**src/rtl/mod_memstage.sv**
```systemverilog
// rtl/mod_memstage.sv - MEM pipeline stage: one outstanding memory access between EX and WB
module mod_memstage #(
  parameter int ADDR_W  = 64,
  parameter int TIMEOUT = 255
) (
  input  logic              clk,
  input  logic              reset,
  input  logic              in_valid,
  output logic              in_ready,
  input  logic [0:1]        in_memop,
  input  logic [0:ADDR_W-1] in_addr,
  input  logic [0:63]       in_wdata,
  input  logic [0:63]       in_alu_result,
  input  logic [0:63]       in_alu_ext_result,
  input  logic [0:63]       in_pc,
  input  logic [0:7]        in_opcode,
  input  logic              in_twob,
  input  logic [0:3]        in_regbyte,
  input  logic [0:3]        in_rmbyte,
  input  logic              in_sim_end,
  output logic              mem_req,
  output logic              mem_we,
  output logic [0:ADDR_W-1] mem_addr,
  output logic [0:63]       mem_wdata,
  input  logic              mem_gnt,
  input  logic              mem_rvalid,
  input  logic [0:63]       mem_rdata,
  output logic              wb_valid,
  output logic [0:63]       wb_pc,
  output logic [0:63]       wb_alu_result,
  output logic [0:63]       wb_alu_ext_result,
  output logic [0:7]        wb_opcode,
  output logic              wb_twob,
  output logic [0:3]        wb_regbyte,
  output logic [0:3]        wb_rmbyte,
  output logic              wb_sim_end,
  input  logic              wb_ready,
  output logic              store_memstage_active,
  output logic              mem_err
);

  typedef enum logic [1:0] {IDLE, REQ, WAIT, HOLD} state_t;

  localparam logic [15:0] TIMEOUT_CNT = 16'(TIMEOUT);

  state_t      state;
  logic [15:0] wait_cnt;
  logic        lat_load;
  logic        lat_store;
  logic        accept;
  logic        is_load;
  logic        is_store;
  logic        timed_out;
  logic        rsp_done;

  // in_ready is held low during reset so nothing can slip in on the release edge.
  always_comb begin
    in_ready = !reset && ((state == IDLE) || (state == HOLD && wb_ready));
  end

  assign accept    = in_valid && in_ready;
  assign is_load   = (in_memop == 2'b01);
  assign is_store  = (in_memop == 2'b10);
  assign timed_out = (wait_cnt + 16'd1) >= TIMEOUT_CNT;
  // A response counts in WAIT, or in REQ only when it coincides with the grant.
  assign rsp_done  = mem_rvalid && ((state == WAIT) || (state == REQ && mem_gnt));

  always_ff @(posedge clk) begin
    if (reset) begin
      state                 <= IDLE;
      wait_cnt              <= '0;
      lat_load              <= 1'b0;
      lat_store             <= 1'b0;
      mem_req               <= 1'b0;
      mem_we                <= 1'b0;
      mem_addr              <= '0;
      mem_wdata             <= '0;
      mem_err               <= 1'b0;
      wb_valid              <= 1'b0;
      wb_pc                 <= '0;
      wb_alu_result         <= '0;
      wb_alu_ext_result     <= '0;
      wb_opcode             <= '0;
      wb_twob               <= 1'b0;
      wb_regbyte            <= '0;
      wb_rmbyte             <= '0;
      wb_sim_end            <= 1'b0;
      store_memstage_active <= 1'b0;
    end else begin
      case (state)
        IDLE, HOLD: begin
          if (accept) begin
            wb_pc                 <= in_pc;
            wb_alu_result         <= in_alu_result;
            wb_alu_ext_result     <= in_alu_ext_result;
            wb_opcode             <= in_opcode;
            wb_twob               <= in_twob;
            wb_regbyte            <= in_regbyte;
            wb_rmbyte             <= in_rmbyte;
            wb_sim_end            <= in_sim_end;
            lat_load              <= is_load;
            lat_store             <= is_store;
            store_memstage_active <= 1'b0;
            wait_cnt              <= '0;
            if (is_load || is_store) begin
              state     <= REQ;
              wb_valid  <= 1'b0;
              mem_req   <= 1'b1;
              mem_we    <= is_store;
              mem_addr  <= in_addr;
              mem_wdata <= in_wdata;
            end else begin
              state    <= HOLD;
              wb_valid <= 1'b1;
            end
          end else if (state == HOLD && wb_ready) begin
            state                 <= IDLE;
            wb_valid              <= 1'b0;
            store_memstage_active <= 1'b0;
          end
        end
        REQ, WAIT: begin
          wait_cnt <= wait_cnt + 16'd1;
          if (state == REQ && mem_gnt) begin
            mem_req <= 1'b0;
            mem_we  <= 1'b0;
          end
          if (rsp_done) begin
            if (lat_load) begin
              wb_alu_result <= mem_rdata;
            end
            wb_valid              <= 1'b1;
            store_memstage_active <= lat_store;
            state                 <= HOLD;
          end else if (timed_out) begin
            mem_err       <= 1'b1;
            mem_req       <= 1'b0;
            mem_we        <= 1'b0;
            wb_alu_result <= '0;
            wb_valid      <= 1'b1;
            state         <= HOLD;
          end else if (state == REQ && mem_gnt) begin
            state <= WAIT;
          end
        end
        default: state <= IDLE;
      endcase
    end
  end

endmodule

```
**config.mk**
```make
export PLATFORM = sky130hd
export DESIGN_NAME = mod_memstage
export DESIGN_NICKNAME = d
export VERILOG_FILES = /design/src/rtl/mod_memstage.sv
export SDC_FILE = /design/constraint.sdc
export NUM_CORES = 1
export LEC_CHECK = 0
export ABC_CLOCK_PERIOD_IN_PS = 3300
export BUFFER_PORTS_ARGS = -buffer_cell sky130_fd_sc_hd__buf_2
export CAP_MARGIN = 20
export CORE_AREA = 5 5 294 296
export DETAILED_ROUTE_END_ITERATION = 16
export DIE_AREA = 0 0 299 301
export PLACE_DENSITY = 0.38
export SETUP_SLACK_MARGIN = 0.15
export SYNTH_ARGS = -nofsm -noshare
export SYNTH_HDL_FRONTEND = slang
export SYNTH_SLANG_ARGS = --single-unit
```
**constraint.sdc**
```tcl
create_clock -name clk -period 3.3 [get_ports clk]
set_clock_uncertainty 0.05 [all_clocks]
set_input_delay 0.66 -clock clk [delete_from_list [all_inputs] [get_ports clk]]
set_output_delay 0.66 -clock clk [all_outputs]
set_load 0.01 [all_outputs]
```
==> flow_summary.yaml, run 1 <==
detailed_routing:
  routed-wl-met3_um: 4900
  detail_route.vias_per_cell: 4.19
  remaining_drc_errors: 0
  finalWirelength_um: 62700
  wl_per_cell_um: 16.9
  detail-route-antenna-nets: 0
  vias: 15500
  firstDrtPassIters: 4
  highest_layer: "met5"
  wl_met2_um: 31100
  drt-initial-drc-count: 771
  wl_met1_um: 24600
synth:
  ys_async_sr_fraction: 0
  synth_top_flop_cell: "dfxtp_1"
  syn_avg_cell_area_um2: 7.80
  synth_top_cell_area_share: 0.491
  syn_inst: 1897
  synth_most_common_cell: "nand2_1"
  yosysWarnings: 0
  synth_area_um2: 14800
  yosysUniqueCellTypes: 56
  syn-num-nets: 2315
  synth.largest_area_cell: "dfxtp_1"
  ys_ff_latch: 363
  synthTopCellsByCount: "nand2_1, a21oi_1, dfxtp_1"
  synth_seq_area_share: 0.491
  synth_edf_count: 0
  synth.area.top_cells: "dfxtp_1, nand2_1, a21oi_1, a221oi_2, clkbuf_1"
placed_design:
  dp_hpwl_um: 46600
  gp_congestion: 0.831
  dp_worst_setup_slack_ps: 458
  port-buffer-count: 753
  placed_area_um2: 19800
die:
  die_w_um: 299
  rows: 106
  core_um2: 83300
  io_pins: 754
  start_util: 0.178
  dieArea_um2: 90000
  die_h_um: 301
timing:
  finalCritPeriodShare: 0.841
  worst_slew_pin_slew_ps: 1170
  timing_hold_violations_final: 0
  slew_violations: 0
  finalSetupViolations: 0
  worst_slack_ps: 523
  period_needed_ps: 2780
  tns_ps: 0
  slew_headroom: 0.220
  rsz0062_at_grt: "false"
  fmax_mhz: 360
power_and_ir_drop:
  p_comb_frac: 0.339
  pwr-share-seq: 0.348
  p_sw_frac: 0.368
  p_leak_nw: 9.02
  intPower_w: 0.00979
  power_density_nw_per_um2: 728
  switchingPower_w: 0.00569
  ir_worst_vdd_v: 0.000398
  clockPowerShare: 0.314
finish:
  drive_above_1_share: 0.358
  fillerInstances: 9305
  final_util: 0.255
  area.growth.synth_to_final_pct: 43.8
  final_nets: 2991
  finalInstanceArea_um2: 21300
global_routing:
  first_global_vias: 15500
  overflow: 0
  antenna_found_initial: 17
  grt_max_degree: 188
  grt_usage: 0.129
  grt_pass1_wl_um: 93100
clocking:
  clk_pin_slew_worst_paths_ps: 60
  cts_sinks: 363
  cts_tree: "done"
  htreeDepth: 2
  cts_resized: 0
  root_buffer: "clkbuf_16"
  ctsHoldBuffers: 0
  postCtsSetupRepairBufs: 0
  cts_made_buffers: 46
  clock_latency_ps: 580
  clk_path_buf_depth: 3
flow_run:
  maxCapViolations: 0
critical_path:
  crit_type: "register to register"
  required_ps: 3690
  critical_path.startpoint_type: "register"
  critPathArrivalTime_ps: 3160
  end_kind: "register"
  path_max_fanout: 18
status:
  status: "finished clean"
hold_path:
  hold_path.class: "input pin to register"
[through the flow]
stage                     total power [W]  instances  hold slack, ps
after detailed placement           0.0108       3605             393
after global routing               0.0165       3695             221
final                              0.0155       3699             266
after floorplan                   0.00871       1897             383
after global placement             0.0107       3605             389
after CTS                          0.0158       3690             197
[sequential cells by signal, summed over array words and instances (netlist names), 4 cells and up]
signal	count
mem_addr	64
mem_wdata	64
wb_alu_ext_result	64
wb_alu_result	64
wb_pc	64
wait_cnt	16
wb_opcode	8
wb_regbyte	4
wb_rmbyte	4
[worst max-delay path, cell delays in order, from the launching register on]
cell and delay, ps:
dfxtp_1 400, inv_1 110, ha_4 280, or4b_4 650
o211a_1 230, a22o_4 360, buf_4 220, a221oi_1 310
[cell type report]
class | count | area, um^2 | area share
sequential | 363 | 7270 | 0.342
multi-input combinational | 1304 | 6630 | 0.312
timing repair buffer | 787 | 4260 | 0.200
tap | 1080 | 1350 | 0.0636
clock buffer | 69 | 1340 | 0.0629
inverter | 71 | 267 | 0.0125
clock inverter | 16 | 124 | 0.00583
antenna | 9 | 22.5 | 0.00106
[routing by layer]
metal	vias up	track usage
met4	12	0.0447
met1	7172	0.146
met2	519	0.229
li1	7685	-
met3	100	0.0431
met5	-	0
[cells by family (layout without fill, tap and decap cells)]
group / count (synthesis) / in the layout / share of synthesized area
xor+xnor: 6 / 6 / 0.00355
other cells: 0 / 9 / 0
simple gates: 759 / 759 / 0.205
fa+ha+maj: 8 / 8 / 0.00677
buf+inv: 230 / 943 / 0.0648
flops: 363 / 363 / 0.491
compound gates: 529 / 529 / 0.227
mux: 2 / 2 / 0.00144
[cells in the final DEF (no fill, tap or decap), drive strengths merged, types with 3 or more instances in the layout]
master,instances
a21oi,423
a221oi,65
a311oi,7
a31oi,3
and2,3
and3,6
and4,3
buf,787
clkbuf,69
clkinv,11
clkinvlp,3
dfxtp,363
diode,9
ha,8
inv,73
nand2,630
nand2b,4
nand3,11
nand3b,5
nand4,6
nor2,74
nor2b,5
nor3,3
nor4,3
o21a,3
o21ai,11
xor2,5
[worst paths after layout]
path | startpoint | endpoint | slack [ps] | cells past startpoint
min | in_addr[54] | mem_addr[54] | 270 | 3
min reg2reg | mem_addr[50] | mem_addr[50] | 400 | 2
max reg2reg | state[0] | wb_alu_result[63] | 520 | 7
max | state[0] | wb_alu_result[63] | 520 | 7
[power groups by stage]
stage          Sequential, W  Combinational, W  Clock [W]
2_1_floorplan        0.00574           0.00297          0
3_3_place_gp         0.00546           0.00527          0
3_5_place_dp         0.00547           0.00534          0
4_1_cts              0.00539           0.00536    0.00509
5_1_grt              0.00546           0.00582    0.00524
6_report             0.00538           0.00524    0.00485
Power figures use the tool's default switching activity.
==> run 2, diff against run 1 <==
- ABC_AREA: not set -> 1
- ABC_CLOCK_PERIOD_IN_PS: 3300 -> 2550
- CORE_AREA: 5 5 294 296 -> 5 5 288 290
- DIE_AREA: 0 0 299 301 -> 0 0 293 295
- PLACE_DENSITY: 0.38 -> 0.4
- clock period: 3.3 -> 2.55 ns (I/O delays scaled with it)
==> run 2 against run 1 <==
Against the previous run:
- wire length is 9.2% higher
- via count is 0.41% higher
- final area is 1.1% lower
- sequential power up 43%
- die area decreased by 4.0%
- non-clock buffer count increased by 32
- critical path depth rose by 3
- count of clock-buffer cells in the layout decreased by 3
- critical path type unchanged
- critical endpoint is now wb_alu_ext_result[61]
==> flow_summary.yaml, run 2 <==
detailed_routing:
  remaining_drc_errors: 0
  detail-route-antenna-nets: 0
  vias: 15600
  detail_route.vias_per_cell: 4.14
  drt-initial-drc-count: 703
  wl_per_cell_um: 18.2
  firstDrtPassIters: 7
  finalWirelength_um: 68400
placed_design:
  gp_congestion: 0.783
  port-buffer-count: 753
  dp_hpwl_um: 50200
  dp_worst_setup_slack_ps: 171
critical_path:
  cp-startpoint: "state[0]"
  crit_type: "register to register"
  crit_family: "simple AND/OR/NAND/NOR gates"
  r2r_cells: 10
  slowest_stage: "nor2_1"
  path_max_fanout: 148
  crit_buf_inv: 4
  path_cells: "inv_1, ha_2, inv_1, a21oi_2, nand2_2, nor2_4, inv_6, buf_12, nor2_1, nor2_1"
  end_kind: "register"
  critPathArrivalTime_ps: 2680
  crit_cells: 10
  rr_startpoint: "state[0]"
  critPathMaxStageDelay_ps: 370
  r2r-end: "wb_alu_ext_result[61]"
  required_ps: 2950
  r2r_setup_slack_ps: 270
  crit_path_end: "wb_alu_ext_result[61]"
  critical_path.startpoint_type: "register"
synth:
  synthTopCellsByCount: "nor2_1, dfxtp_1, o21ai_0"
  syn-num-nets: 2358
  synth_top_flop_cell: "dfxtp_1"
  synth.largest_area_cell: "dfxtp_1"
  syn_avg_cell_area_um2: 7.30
  synth.area.top_cells: "dfxtp_1, nor2_1, o21ai_0, nand2_1, clkbuf_1"
  synth_edf_count: 0
  synth_most_common_cell: "nor2_1"
  yosysUniqueCellTypes: 28
  yosysWarnings: 0
  syn_inst: 1940
  synth_seq_area_share: 0.513
  synth_area_um2: 14200
  ys_ff_latch: 363
  synth_top_cell_area_share: 0.513
  ys_async_sr_fraction: 0
timing:
  slew_headroom: 0.352
  tns_ps: 0
  finalSetupViolations: 0
  fmax_mhz: 440
  finalCritPeriodShare: 0.892
  worst_slew_pin_slew_ps: 972
  rsz0062_at_grt: "false"
  timing_hold_violations_final: 0
  holdWs_ps: 105
  period_needed_ps: 2280
  slew_violations: 0
  worst_slack_ps: 275
power_and_ir_drop:
  clockPowerShare: 0.291
  p_sw_frac: 0.375
  ir_worst_vdd_v: 0.000615
  p_leak_nw: 10.3
  power_density_nw_per_um2: 1030
  switchingPower_w: 0.00814
  p_comb_frac: 0.354
  power_w: 0.0217
  pwr-share-seq: 0.355
  intPower_w: 0.0135
clocking:
  clock_latency_ps: 570
  root_buffer: "clkbuf_16"
  cts_tree: "done"
  htreeDepth: 2
  clk_pin_slew_worst_paths_ps: 60
  cts_made_buffers: 45
  cts_sinks: 363
  clk_path_buf_depth: 3
die:
  die_w_um: 293
  rows: 104
  io_pins: 754
  die_h_um: 295
  dieArea_um2: 86400
  core_um2: 80000
  start_util: 0.177
finish:
  layout_commonest_cell: "buf_2"
  area.growth.synth_to_final_pct: 48.5
  drive_above_1_share: 0.346
  final_util: 0.263
  final_nets: 3074
  mostFrequentLayoutCells: "buf_2, nor2_1, dfxtp_1, o21ai_0, nand2_1"
global_routing:
  grt_usage: 0.146
  overflow: 0
  first_global_vias: 15500
  grt_max_degree: 149
  antenna_found_initial: 21
  grt_pass1_wl_um: 98900
hold_path:
  hold_path.class: "input pin to register"
status:
  status: "finished clean"
flow_run:
  maxCapViolations: 0
## run 2: cell types whose count changed after synthesis, sizes merged, moves of 4 or more
cell / before / now
a21oi: 423 / 86
a221oi: 65 / 0
a311oi: 7 / 0
and3: 6 / 0
buf: 29 / 20
inv: 71 / 30
nand2: 630 / 275
nand2b: 4 / 0
nand3: 11 / 22
nand4: 6 / 70
nor2: 74 / 575
nor2b: 5 / 0
o21ai: 11 / 348
xor2: 5 / 0
## run 2: worst min-delay path by stage
stage / from / depth (start not counted) / slack, ps / endpoint
3_3_place_gp: wb_alu_result[10] / 2 / 400 / wb_alu_result[10]
3_5_place_dp: wb_alu_result[58] / 2 / 400 / wb_alu_result[58]
6_report: in_alu_ext_result[6] / 3 / 100 / wb_alu_ext_result[6]
5_1_grt: in_addr[0] / 3 / 70 / mem_addr[0]
2_1_floorplan: wait_cnt[15] / 2 / 400 / wait_cnt[15]
4_1_cts: in_alu_ext_result[25] / 3 / 50 / wb_alu_ext_result[25]
## run 2: stage by stage
step / cells / instance area (um^2)
after floorplan: 1940 / 14200
after global placement: 3655 / 19300
after detailed placement: 3655 / 19300
after CTS: 3732 / 20700
after global routing: 3750 / 21000
final: 3752 / 21000
## run 2: power by group through the flow
stage	Sequential [W]	Combinational [W]	Clock, W
after floorplan	0.00835	0.00324	0
after global placement	0.00782	0.00763	0
after detailed placement	0.00779	0.00754	0
after CTS	0.00770	0.00757	0.00658
after global routing	0.00786	0.00852	0.00679
final	0.00770	0.00768	0.00631
## run 2: cells by family (layout without fill, tap and decap cells)
logic type | count (synthesis) | in the layout | synth area share
XOR/XNOR | 3 | 3 | 0.00186
flip-flops | 363 | 363 | 0.513
other | 0 | 6 | 0
buffers and inverters | 181 | 927 | 0.0524
AO/OA/AOI/OAI | 436 | 436 | 0.155
adder cells (fa/ha/maj) | 8 | 8 | 0.00707
AND/OR/NAND/NOR | 949 | 949 | 0.270
## run 2: final cells by class
class,count,area (um^2)
fill,8957,59000
sequential,363,7280
multi-input combinational,1396,6270
timing repair buffer,819,4590
tap,1060,1330
clock buffer,66,1280
clock inverter,11,131
inverter,31,129
antenna,6,15.0
## run 2: worst reg2reg max path: cells and delay by family (launching register included)
kind | cells | cell delay (ps)
compound gates | 1 | 160
buf+inv | 4 | 390
simple gates | 4 | 1070
fa+ha+maj | 1 | 160
flops | 1 | 340
## run 2: what timing repair did
item	CTS	global route
gates resized for setup	0	36
endpoints found under the setup margin	0	65
buffers inserted	0	10
hold buffers	0	0
## run 2: layer usage
| layer | vias up | GRT usage | wire (um) |
|---|---|---|---|
| met5 | - | 0 | 138 |
| li1 | 7796 | - | - |
| met1 | 7026 | 0.168 | 26400 |
| met2 | 595 | 0.261 | 34200 |
| met4 | 20 | 0.0396 | 1890 |
| met3 | 114 | 0.0492 | 5850 |
